===== src/rtl/dmem_arbiter_if.sv =====
// Purpose: bundles the CPU load/store port, the reverb stream fetch port and the
//          single-port RAM port shared by dmem_arbiter.
// Ports:   slave  = arbiter side (takes requests and mem_rdata; drives grants, stall, read data, RAM controls)
//          master = environment side (CPU, stream engine and RAM model)
interface dmem_arbiter_if #(
    parameter int AW = 10,
    parameter int DW = 32
);
    // CPU load/store path
    logic          cpu_req;
    logic          cpu_we;
    logic [AW-1:0] cpu_addr;
    logic [DW-1:0] cpu_wdata;
    logic          cpu_stall;
    logic [DW-1:0] cpu_rdata;
    logic          cpu_rvalid;
    // Reverb sample-stream fetch path
    logic          str_req;
    logic [AW-1:0] str_addr;
    logic          str_gnt;
    logic [DW-1:0] str_rdata;
    logic          str_rvalid;
    // Synchronous single-port RAM, 1-cycle read latency
    logic          mem_en;
    logic          mem_we;
    logic [AW-1:0] mem_addr;
    logic [DW-1:0] mem_wdata;
    logic [DW-1:0] mem_rdata;

    modport slave (
        input  cpu_req, cpu_we, cpu_addr, cpu_wdata,
        output cpu_stall, cpu_rdata, cpu_rvalid,
        input  str_req, str_addr,
        output str_gnt, str_rdata, str_rvalid,
        output mem_en, mem_we, mem_addr, mem_wdata,
        input  mem_rdata
    );

    modport master (
        output cpu_req, cpu_we, cpu_addr, cpu_wdata,
        input  cpu_stall, cpu_rdata, cpu_rvalid,
        output str_req, str_addr,
        input  str_gnt, str_rdata, str_rvalid,
        input  mem_en, mem_we, mem_addr, mem_wdata,
        output mem_rdata
    );
endinterface


===== src/rtl/dmem_arbiter.sv =====
// Purpose: arbitrates one single-port data RAM between the CPU (fixed priority) and the reverb
//          stream fetcher; the stream takes the port after STARVE_MAX consecutive denied cycles.
// Latency: CPU store issues with zero stall; CPU load costs one stall cycle; stream data and
//          cpu load data are both valid the cycle after issue.
// Backpressure: the CPU is frozen through cpu_stall; the stream sees str_gnt per cycle.
// Ports:   clk, rst_n (async active-low), bus (dmem_arbiter_if.slave).
// Option:  define DMEM_ARB_STATS_EN to add saturating counters stat_cpu_stall_cnt / stat_str_gnt_cnt.
module dmem_arbiter #(
    parameter int AW         = 10,
    parameter int DW         = 32,
    parameter int STARVE_MAX = 4
) (
    input  logic                 clk,
    input  logic                 rst_n,
    dmem_arbiter_if.slave        bus
`ifdef DMEM_ARB_STATS_EN
    ,
    output logic [15:0]          stat_cpu_stall_cnt,
    output logic [15:0]          stat_str_gnt_cnt
`endif
);

    typedef enum logic {
        IDLE   = 1'b0,
        CPU_RD = 1'b1
    } state_t;

    localparam logic [3:0] STARVE_LIM = 4'(STARVE_MAX);

    state_t        state_q, state_d;
    logic [3:0]    starve_cnt_q, starve_cnt_d;
    logic          str_pend_q;
    logic [DW-1:0] cpu_rdata_q;
    logic [DW-1:0] str_rdata_q;
    logic          cpu_issue;
    logic          str_issue;
    logic          cpu_rvalid;

    // A CPU load is in flight exactly while the FSM sits in CPU_RD.
    assign cpu_rvalid     = (state_q == CPU_RD);
    assign bus.cpu_rvalid = cpu_rvalid;
    assign bus.str_rvalid = str_pend_q;
    // Read data is taken straight from the RAM in the valid cycle and held afterwards.
    assign bus.cpu_rdata  = cpu_rvalid ? bus.mem_rdata : cpu_rdata_q;
    assign bus.str_rdata  = str_pend_q ? bus.mem_rdata : str_rdata_q;

    always_comb begin
        state_d       = state_q;
        starve_cnt_d  = starve_cnt_q;
        cpu_issue     = 1'b0;
        str_issue     = 1'b0;
        bus.cpu_stall = bus.cpu_req;
        bus.str_gnt   = 1'b0;
        bus.mem_en    = 1'b0;
        bus.mem_we    = 1'b0;
        bus.mem_addr  = bus.cpu_addr;
        bus.mem_wdata = bus.cpu_wdata;

        // Outputs are held quiet combinationally while reset is asserted.
        if (rst_n) begin
            case (state_q)
                IDLE: begin
                    if (bus.str_req && (!bus.cpu_req || starve_cnt_q == STARVE_LIM)) begin
                        str_issue = 1'b1;
                    end else if (bus.cpu_req) begin
                        cpu_issue = 1'b1;
                    end
                end
                CPU_RD: begin
                    // Load data returns now; the request still visible is the one being
                    // answered, so the port is free for the stream.
                    str_issue     = bus.str_req;
                    bus.cpu_stall = 1'b0;
                    state_d       = IDLE;
                end
                default: state_d = IDLE;
            endcase

            if (cpu_issue) begin
                bus.mem_en    = 1'b1;
                bus.mem_we    = bus.cpu_we;
                bus.cpu_stall = !bus.cpu_we;
                if (!bus.cpu_we) begin
                    state_d = CPU_RD;
                end
            end

            if (str_issue) begin
                bus.str_gnt  = 1'b1;
                bus.mem_en   = 1'b1;
                bus.mem_addr = bus.str_addr;
            end

            if (str_issue) begin
                starve_cnt_d = '0;
            end else if (bus.str_req && starve_cnt_q < STARVE_LIM) begin
                starve_cnt_d = starve_cnt_q + 4'd1;
            end
        end
    end

    always_ff @(posedge clk or negedge rst_n) begin
        if (!rst_n) begin
            state_q      <= IDLE;
            starve_cnt_q <= '0;
            str_pend_q   <= 1'b0;
            cpu_rdata_q  <= '0;
            str_rdata_q  <= '0;
        end else begin
            state_q      <= state_d;
            starve_cnt_q <= starve_cnt_d;
            str_pend_q   <= str_issue;
            if (cpu_rvalid) begin
                cpu_rdata_q <= bus.mem_rdata;
            end
            if (str_pend_q) begin
                str_rdata_q <= bus.mem_rdata;
            end
        end
    end

`ifdef DMEM_ARB_STATS_EN
    always_ff @(posedge clk or negedge rst_n) begin
        if (!rst_n) begin
            stat_cpu_stall_cnt <= '0;
            stat_str_gnt_cnt   <= '0;
        end else begin
            if (bus.cpu_stall && stat_cpu_stall_cnt != 16'hFFFF) begin
                stat_cpu_stall_cnt <= stat_cpu_stall_cnt + 16'd1;
            end
            if (bus.str_gnt && stat_str_gnt_cnt != 16'hFFFF) begin
                stat_str_gnt_cnt <= stat_str_gnt_cnt + 16'd1;
            end
        end
    end
`endif

endmodule


===== src/flat_wrapper.sv =====
// flat-port wrapper written by rule: the top's interface ports become plain ports
module dmem_arbiter_flat 
#(
    parameter int AW         = 10,
    parameter int DW         = 32,
    parameter int STARVE_MAX = 4
)
  (clk, rst_n, bus_cpu_req, bus_cpu_we, bus_cpu_addr, bus_cpu_wdata, bus_cpu_stall, bus_cpu_rdata, bus_cpu_rvalid, bus_str_req, bus_str_addr, bus_str_gnt, bus_str_rdata, bus_str_rvalid, bus_mem_en, bus_mem_we, bus_mem_addr, bus_mem_wdata, bus_mem_rdata);
  dmem_arbiter_if #(.AW(AW), .DW(DW)) bus_i ();
  input  logic clk;
  input  logic rst_n;
  input wire logic [$bits(bus_i.cpu_req)-1:0] bus_cpu_req;
  input wire logic [$bits(bus_i.cpu_we)-1:0] bus_cpu_we;
  input wire logic [$bits(bus_i.cpu_addr)-1:0] bus_cpu_addr;
  input wire logic [$bits(bus_i.cpu_wdata)-1:0] bus_cpu_wdata;
  output wire logic [$bits(bus_i.cpu_stall)-1:0] bus_cpu_stall;
  output wire logic [$bits(bus_i.cpu_rdata)-1:0] bus_cpu_rdata;
  output wire logic [$bits(bus_i.cpu_rvalid)-1:0] bus_cpu_rvalid;
  input wire logic [$bits(bus_i.str_req)-1:0] bus_str_req;
  input wire logic [$bits(bus_i.str_addr)-1:0] bus_str_addr;
  output wire logic [$bits(bus_i.str_gnt)-1:0] bus_str_gnt;
  output wire logic [$bits(bus_i.str_rdata)-1:0] bus_str_rdata;
  output wire logic [$bits(bus_i.str_rvalid)-1:0] bus_str_rvalid;
  output wire logic [$bits(bus_i.mem_en)-1:0] bus_mem_en;
  output wire logic [$bits(bus_i.mem_we)-1:0] bus_mem_we;
  output wire logic [$bits(bus_i.mem_addr)-1:0] bus_mem_addr;
  output wire logic [$bits(bus_i.mem_wdata)-1:0] bus_mem_wdata;
  input wire logic [$bits(bus_i.mem_rdata)-1:0] bus_mem_rdata;
  assign bus_i.cpu_req = bus_cpu_req;
  assign bus_i.cpu_we = bus_cpu_we;
  assign bus_i.cpu_addr = bus_cpu_addr;
  assign bus_i.cpu_wdata = bus_cpu_wdata;
  assign bus_cpu_stall = bus_i.cpu_stall;
  assign bus_cpu_rdata = bus_i.cpu_rdata;
  assign bus_cpu_rvalid = bus_i.cpu_rvalid;
  assign bus_i.str_req = bus_str_req;
  assign bus_i.str_addr = bus_str_addr;
  assign bus_str_gnt = bus_i.str_gnt;
  assign bus_str_rdata = bus_i.str_rdata;
  assign bus_str_rvalid = bus_i.str_rvalid;
  assign bus_mem_en = bus_i.mem_en;
  assign bus_mem_we = bus_i.mem_we;
  assign bus_mem_addr = bus_i.mem_addr;
  assign bus_mem_wdata = bus_i.mem_wdata;
  assign bus_i.mem_rdata = bus_mem_rdata;
  dmem_arbiter #(.AW(AW), .DW(DW), .STARVE_MAX(STARVE_MAX)) u_core (.clk(clk), .rst_n(rst_n), .bus(bus_i));
endmodule

===== config.mk =====
export PLATFORM = sky130hd
export DESIGN_NAME = dmem_arbiter_flat
export DESIGN_NICKNAME = d
export VERILOG_FILES = /design/src/rtl/dmem_arbiter_if.sv /design/src/rtl/dmem_arbiter.sv /design/src/flat_wrapper.sv
export SDC_FILE = /design/constraint.sdc
export NUM_CORES = 1
export LEC_CHECK = 0
export CAP_MARGIN = 20
export CORE_AREA = 2 2 93 95
export CTS_CLUSTER_DIAMETER = 50
export DETAILED_ROUTE_END_ITERATION = 8
export DIE_AREA = 0 0 95 97
export MAX_ROUTING_LAYER = met4
export PLACE_DENSITY = 0.84
export SLEW_MARGIN = 20
export SYNTH_ARGS = -nofsm -noshare
export SYNTH_HDL_FRONTEND = slang
export SYNTH_SLANG_ARGS = --single-unit

===== constraint.sdc =====
create_clock -name clk -period 2.5 [get_ports clk]
set_clock_uncertainty 0.15 [all_clocks]
set_input_delay 0.25 -clock clk [delete_from_list [all_inputs] [get_ports clk]]
set_output_delay 0.25 -clock clk [all_outputs]
set_load 0.02 [all_outputs]

==> run summary, run 1 <==
==============================================================================
Tightest Pin Transition                                                 486 ps
Antenna diode instance count                                                 0
Largest net degree at the start of global routing                           41
Die width                                                                95 µm
# clock sinks                                                               70
First-pass iteration count of the detailed router                            4
Worst-case clock buffer depth                                                2
PortBufs                                                                   136
Num CTS Buffers                                                              9
Switching power summed over all nets                                   1.19 mW
Number of vias after detailed routing                                     2094
Number of primary I/O pins                                                 201
TritonCTS clock tree                                                      done
Count of final setup violators                                               0
Final period demand of the worst path                                  2370 ps
Net Sw Frac                                                              31.3%
Worst EP arrival                                                       1970 ps
Overall Global Routing Usage                                             17.0%
Post-route fraction of the period consumed by the critical path          94.6%
H-tree depth reported by CTS                                                 3
Proportion of power drawn by flip-flops and latches                      38.5%
DRC violation count after routing                                            0
Clock tree root buffer cell                                       sky130_fd_sc_hd__clkbuf_8
Crit. End Element                                                   output pin
Clock Power Share                                                        22.6%
Post-Synth Adder-Cell Area                                              0.803%
Number of flip-flops and latches in the synthesized netlist                 70
Critical setup path kind                                          register to output pin
Floorplan row count                                                         33
Number of vias per cell                                                   4.70
Remaining global-route overflow                                              0
Area fraction in and, or, nand and nor cells after synthesis             3.17%
Detailed placer's ending HPWL                                          5250 µm
First DRT Iteration DRCs                                                    31
Synthesis Warnings                                                           0
Xor-xnor portion of the synthesized cell area                               0%
Clock latency on the worst-skew pair                                    330 ps
Post-synthesis net count                                                   308
Per-cell routed wire length                                            16.5 µm
Max Clk Rate                                                         0.423 GHz
Vias in the first global route                                            2426
CTS clk-pin slew, worst paths                                            80 ps
Tightest hold margin                                                    333 ps
Nets@finish                                                                427
Sum of routed wire length over all layers                              7350 µm
Die height                                                               97 µm
Part of the power in combinational logic                                 38.9%
Final weighted congestion in routability-driven placement                0.729
Max-slew headroom at the worst pin                                       67.6%
Max-cap violation count                                                      0
Peak fanout along the critical path                                         22
Area of the mapped netlist                                         0.00312 mm²
Die footprint                                                      0.00922 mm²
Result of the run                                                 complete, no violations
Setup crit start kind                                                 register
Number of different library cells in the post-synthesis netlist             32
Area added between synthesis and finish                                  48.4%
Final Hold Fails                                                             0
Power density relative to cell area                                 821 mW/mm²
Worst voltage drop across the vdd grid                                0.655 mV
Core ar.                                                           0.00813 mm²
Antenna Nets Post-Route                                                      0
Area fraction in compound gates after synthesis                          2.37%
Proportion of layout cells with a drive suffix above 1                   22.3%
Largest family of logic cells by synthesized area                 multiplexers
Initial standard-cell utilization of the core                            38.3%
Synthesized instance count                                                 217
Unrepaired setup endpoints after global routing                             no
Part of the Yosys area used for sequential elements                      56.2%
First-pass GRT wire length                                            11900 µm
Pleak                                                                  1.95 nW
Worst path required time                                               2100 ps
Final number of max-transition violations                                    0
Initial antenna violation count                                              0
Multiplexer area fraction after synthesis                                27.8%
Synthesized area per cell                                             14.4 µm²
Path category of the worst min-delay check                        register to register
Total chip power                                                       3.80 mW
Internal portion of total power                                        2.61 mW
==============================================================================
==> worst max-delay path, stage by stage, from the launching register on <==
cell                              delay (ps)
sky130_fd_sc_hd__dfrtp_2                 380
sky130_fd_sc_hd__buf_4                   300
sky130_fd_sc_hd__mux2_1                  390
sky130_fd_sc_hd__clkdlybuf4s50_1         550
==> final timing paths <==
path / start / end / slack [ps] / cells past startpoint
worst min-delay path: u_core.str_rdata_q[18]$_DFF_PN0_ / u_core.str_rdata_q[18]$_DFF_PN0_ / 330 / 1
worst max-delay path: u_core.bus.cpu_rvalid$_DFFE_PN0P_ / bus_cpu_rdata[7] / 130 / 3
min in group asynchronous: rst_n / u_core.bus.cpu_rvalid$_DFFE_PN0P_ / 450 / 4
worst max register to register: u_core.starve_cnt_q[1]$_DFFE_PN0P_ / u_core.bus.str_rvalid$_DFF_PN0_ / 1010 / 6
max in group asynchronous: rst_n / u_core.str_rdata_q[22]$_DFF_PN0_ / 1250 / 4
worst min register to register: u_core.str_rdata_q[18]$_DFF_PN0_ / u_core.str_rdata_q[18]$_DFF_PN0_ / 330 / 1
==> power by group through the flow <==
stage	Combinational, mW	Sequential (mW)	Clock, mW
floorplan	0.813	1.46	0
global placement	1.42	1.47	0
detailed placement	1.45	1.49	0
CTS	1.47	1.46	0.893
global route	1.58	1.49	0.939
finish	1.48	1.46	0.860
==> cell families (layout without fill, tap and decap cells) <==
kind of cell | count (synthesis) | in the layout
buffers and inverters | 44 | 168
DFF | 70 | 70
AOI/OAI and AO/OA | 11 | 11
adders and majority gates | 2 | 2
muxes | 74 | 74
and+or+nand+nor | 16 | 16
==> layout make-up <==
type                            count  area, µm²
Sequential cell                    70       1750
Clock inverter                      4       47.5
Tap cell                          105        131
Fill cell                         680       3510
Inverter                            3       11.3
Timing Repair Buffer              149       1470
Multi-Input combinational cell    103       1080
Clock buffer                       12        135
==> repair_timing <==
action | CTS | global route
gates resized for setup | 28 | 14
setup endpoints to repair | 11 | 11
buffers inserted | 1 | 1
hold buffers | 2 | 0
cloned | 0 | 1
hold endpoints to repair | 30 | 0
pin swaps | 1 | 0
==> synthesized netlist by cell type (all sizes together) <==
master   n  area (µm²)
and2b    2        15.0
buf     40         287
a32oi    1        8.76
inv      3        11.3
a21boi   1        7.51
dfrtp   70        1750
nand2    2        10.0
mux2    74         867
o21ai    4        20.0
a21oi    2        13.8
nor2     3        11.3
nor2b    1        6.26
ha       2        25.0
nand3    1        5.00
nand3b   1        7.51
o21a     1        7.51
nand4    1        6.26
clkbuf   1        3.75
nand4b   1        8.76
and3     1        6.26
nand2b   1        6.26
a31oi    1        6.26
a32o     1        10.0
and2     1        6.26
and4b    1        10.0
==> state kept, by name (all words and copies together), names as in the netlist <==
register               flops
u_core.bus.cpu_rvalid      1
u_core.bus.str_rvalid      1
u_core.cpu_rdata_q        32
u_core.starve_cnt_q        4
u_core.str_rdata_q        32
==> metal layers <==
| layer | vias up | GRT usage [%] | part of all wire (%) |
|---|---|---|---|
| met1 | 1036 | 19.4 | 40 |
| li1 | 952 | - | - |
| met2 | 81 | 28.0 | 51 |
| met4 | 0 | 5.69 | 1.7 |
| met3 | 25 | 5.69 | 7.6 |
| met5 | - | - | 0 |
==> stage by stage <==
| step | setup WS, ps | setup TNS (ps) | util (%) | instance area, µm² | instances |
|---|---|---|---|---|---|
| 3_3_place_gp | 10.8 | 0 | 54.1 | 4400 | 425 |
| 5_1_grt | 28.5 | 0 | 56.9 | 4630 | 446 |
| 4_1_cts | -1.76 | -1.76 | 56.9 | 4630 | 444 |
| 2_1_floorplan | 659 | 0 | - | 3120 | 217 |
| 6_report | 134 | 0 | 56.9 | 4630 | 446 |
| 3_5_place_dp | -12.3 | -19.3 | 54.1 | 4400 | 425 |
==> cell usage in the layout (no fill, tap or decap), types with 2 or more instances in the layout <==
master                            count
sky130_fd_sc_hd__buf_2                5
sky130_fd_sc_hd__clkbuf_8             9
sky130_fd_sc_hd__mux2_2              25
sky130_fd_sc_hd__buf_4                9
sky130_fd_sc_hd__nor2_1               3
sky130_fd_sc_hd__mux2_1              40
sky130_fd_sc_hd__clkdlybuf4s50_1    123
sky130_fd_sc_hd__inv_2                2
sky130_fd_sc_hd__dfrtp_1             69
sky130_fd_sc_hd__and2b_1              2
sky130_fd_sc_hd__clkbuf_1             3
sky130_fd_sc_hd__clkinv_2             2
sky130_fd_sc_hd__o21ai_0              3
sky130_fd_sc_hd__buf_12               3
sky130_fd_sc_hd__clkbuf_2             5
sky130_fd_sc_hd__mux2_4               9
Note: power is estimated with default switching activity, not from simulation.
==> inputs of run 2 (changes only) <==
--- a/config.mk
+++ b/config.mk
@@ -7,7 +7,7 @@
 export LEC_CHECK = 0
 export CAP_MARGIN = 20
 export CORE_AREA = 2 2 93 95
-export CTS_CLUSTER_DIAMETER = 50
+export CTS_CLUSTER_DIAMETER = 120
 export DETAILED_ROUTE_END_ITERATION = 8
 export DIE_AREA = 0 0 95 97
 export MAX_ROUTING_LAYER = met4
==> results of run 2 <==
No change in the layout: final DEF, timing and power equal those of run 1.
==> inputs of run 3 (changes only) <==
--- a/config.mk
+++ b/config.mk
@@ -5,13 +5,13 @@
 export SDC_FILE = /design/constraint.sdc
 export NUM_CORES = 1
 export LEC_CHECK = 0
-export CAP_MARGIN = 20
 export CORE_AREA = 2 2 93 95
 export CTS_CLUSTER_DIAMETER = 120
 export DETAILED_ROUTE_END_ITERATION = 8
 export DIE_AREA = 0 0 95 97
 export MAX_ROUTING_LAYER = met4
 export PLACE_DENSITY = 0.84
+export REMOVE_ABC_BUFFERS = 1
 export SLEW_MARGIN = 20
 export SYNTH_ARGS = -nofsm -noshare
 export SYNTH_HDL_FRONTEND = slang
==> run summary, run 3 (same netlist as run 1, synthesis figures left out) <==
==============================================================================
Count of final setup violators                                               0   unchanged
Overall Global Routing Usage                                             19.2%   +2.1 points
Core ar.                                                           0.00813 mm²   unchanged
CTS clk-pin slew, worst paths                                            70 ps   about the same
Number of primary I/O pins                                                 201   unchanged
Clock tree root buffer cell                                       sky130_fd_sc_hd__clkbuf_8
Proportion of layout cells with a drive suffix above 1                   22.7%   +0.45 points
Max-cap violation count                                                      0   unchanged
Final weighted congestion in routability-driven placement                0.780   +7.0%
Total chip power                                                       3.82 mW   +0.65%
Minimum setup slack after placement                                   -60.0 ps   -47.7 ps
Result of the run                                                 complete, no violations
Capturing point of the worst reg2reg path                         u_core.starve_cnt_q[1]$_DFFE_PN0P_
Final number of max-transition violations                                    0   unchanged
Peak fanout along the critical path                                          6   -73%
Launching point of the worst reg2reg path                         u_core.bus.cpu_rvalid$_DFFE_PN0P_
Worst path required time                                               2100 ps   about the same
Layout fillers                                                             695   +2.2%
Die width                                                                95 µm   unchanged
Clock Power Share                                                        23.0%   +0.4 points
Number of vias per cell                                                   4.84   +3.2%
Net Sw Frac                                                              31.8%   +0.44 points
Num CTS Buffers                                                              9   unchanged
Part of the power in combinational logic                                 38.8%   about the same
Antenna Nets Post-Route                                                      0   unchanged
Internal portion of total power                                        2.61 mW   about the same
H-tree depth reported by CTS                                                 3   unchanged
Initial antenna violation count                                              0   unchanged
Largest registers                                                 u_core.cpu_rdata_q: 32 flops, u_core.str_rdata_q: 32 flops, u_core.starve_cnt_q: 4 flops
Path category of the worst min-delay check                        input port to async pin
Floorplan row count                                                         33   unchanged
Top library cells by usage in the layout, fill and taps aside     sky130_fd_sc_hd__clkdlybuf4s50_1, sky130_fd_sc_hd__dfrtp_1, sky130_fd_sc_hd__mux2_1, sky130_fd_sc_hd__mux2_2, sky130_fd_sc_hd__buf_4
Worst EP arrival                                                       2100 ps   +130 ps
Final period demand of the worst path                                  2500 ps   +134 ps
Most common cell after layout, fill and taps aside                sky130_fd_sc_hd__clkdlybuf4s50_1
Clock latency on the worst-skew pair                                    340 ps   about the same
Setup slack of the most critical reg-to-reg path                        930 ps   -80 ps
Die height                                                               97 µm   unchanged
Die footprint                                                      0.00922 mm²   unchanged
First-pass GRT wire length                                            12700 µm   +6.3%
Vias in the first global route                                            2400   -1.1%
Largest net degree at the start of global routing                           57   +39%
First-pass iteration count of the detailed router                            4   unchanged
Reg2reg path depth                                                           4   -2
Remaining global-route overflow                                              0   unchanged
Crit. End Element                                                   output pin
Proportion of power drawn by flip-flops and latches                      38.1%   -0.4 points
Critical setup path kind                                          register to output pin
Per-cell routed wire length                                            19.1 µm   +16%
Pleak                                                                  1.96 nW   +0.84%
Final Hold Fails                                                             0   unchanged
PortBufs                                                                   136   unchanged
Unrepaired setup endpoints after global routing                            yes
DRC violation count after routing                                            0   unchanged
Max-slew headroom at the worst pin                                       53.0%   -15 points
Initial standard-cell utilization of the core                            38.3%   unchanged
Final setup slack of the worst path                                   0.323 ps   -134 ps
Tightest Pin Transition                                                 704 ps   +218 ps
Switching power summed over all nets                                   1.21 mW   +2.1%
Worst-case clock buffer depth                                                2   unchanged
TritonCTS clock tree                                                      done
Post-placement cell count                                                  425   unchanged
First DRT Iteration DRCs                                                    37   +19%
Detailed placer's ending HPWL                                          6310 µm   +20%
Setup crit start kind                                                 register
Antenna diode instance count                                                 0   unchanged
Final Non-Filler Cells                                                     448   +0.45%
Power density relative to cell area                                 823 mW/mm²   +0.32%
Area added between synthesis and finish                                  48.9%
# clock sinks                                                               70   unchanged
Nets@finish                                                                429   +0.47%
Worst voltage drop across the vdd grid                                0.516 mV   -21%
Post-route fraction of the period consumed by the critical path           100%   +5.3 points
Number of vias after detailed routing                                     2170   +3.6%
Sum of routed wire length over all layers                              8560 µm   +17%
Max Clk Rate                                                         0.400 GHz   -5.3%
==============================================================================
[run 3: layout make-up]
class	count	area (µm²)	area share (%)
Sequential cell	70	1750	37.8
Timing Repair Buffer	151	1480	32.0
Multi-Input combinational cell	103	1070	23.1
Tap cell	105	131	2.83
Clock buffer	10	128	2.75
Clock inverter	6	61.3	1.32
Inverter	3	11.3	0.243
[run 3: per-layer routing]
metal	GRT usage, %	vias up	routed length [µm]
li1	-	960	-
met1	22.4	1070	3420
met2	26.8	125	3980
met3	11.6	15	996
met4	7.13	0	161
met5	-	-	0
[run 3: power groups by stage]
| stage | Sequential [mW] | Combinational [mW] | Clock, mW |
|---|---|---|---|
| floorplan | 1.48 | 0.712 | 0 |
| global placement | 1.47 | 1.43 | 0 |
| detailed placement | 1.49 | 1.46 | 0 |
| CTS | 1.47 | 1.47 | 0.915 |
| global route | 1.48 | 1.57 | 0.956 |
| finish | 1.46 | 1.48 | 0.881 |
[run 3: critical path: stages (launching register included)]
cell                        delay, ps
sky130_fd_sc_hd__dfrtp_1          410
sky130_fd_sc_hd__inv_1             70
sky130_fd_sc_hd__ha_2             200
sky130_fd_sc_hd__nand3b_1         130
sky130_fd_sc_hd__a21oi_4          220
sky130_fd_sc_hd__clkbuf_16        190
sky130_fd_sc_hd__buf_4            110
sky130_fd_sc_hd__mux2_4           290
sky130_fd_sc_hd__clkbuf_2         150
[run 3: repair_timing]
action / in CTS / in global routing
pin swaps: 1 / 0
endpoints found under the hold margin: 14 / 0
gates cloned: 0 / 1
gates resized for setup: 28 / 19
endpoints found under the setup margin: 11 / 12
hold buffers: 1 / 0
buffers inserted: 0 / 5
[run 3: worst max-delay path by stage]
stage	start	depth (start not counted)	slack (ps)	endpoint
finish	u_core.starve_cnt_q[0]$_DFFE_PN0P_	8	0.3	bus_mem_addr[6]
global route	u_core.starve_cnt_q[0]$_DFFE_PN0P_	8	-100	bus_mem_addr[6]
CTS	u_core.starve_cnt_q[0]$_DFFE_PN0P_	7	0.2	bus_mem_addr[4]
detailed placement	bus_cpu_req	6	-60	bus_mem_addr[9]
global placement	bus_cpu_req	6	-50	bus_mem_addr[9]
floorplan	u_core.bus.cpu_rvalid$_DFFE_PN0P_	3	-510	bus_mem_addr[9]
[run 3: metrics by stage]
step           hold slack (ps)  util [%]  TNS (ps)  area [µm²]
2_1_floorplan             -196         -     -4410        2830
5_1_grt                    270      57.1      -181        4640
4_1_cts                    287      56.7         0        4610
6_report                   255      57.1         0        4640
3_3_place_gp               107      54.1      -273        4400
3_5_place_dp               118      54.1      -351        4400
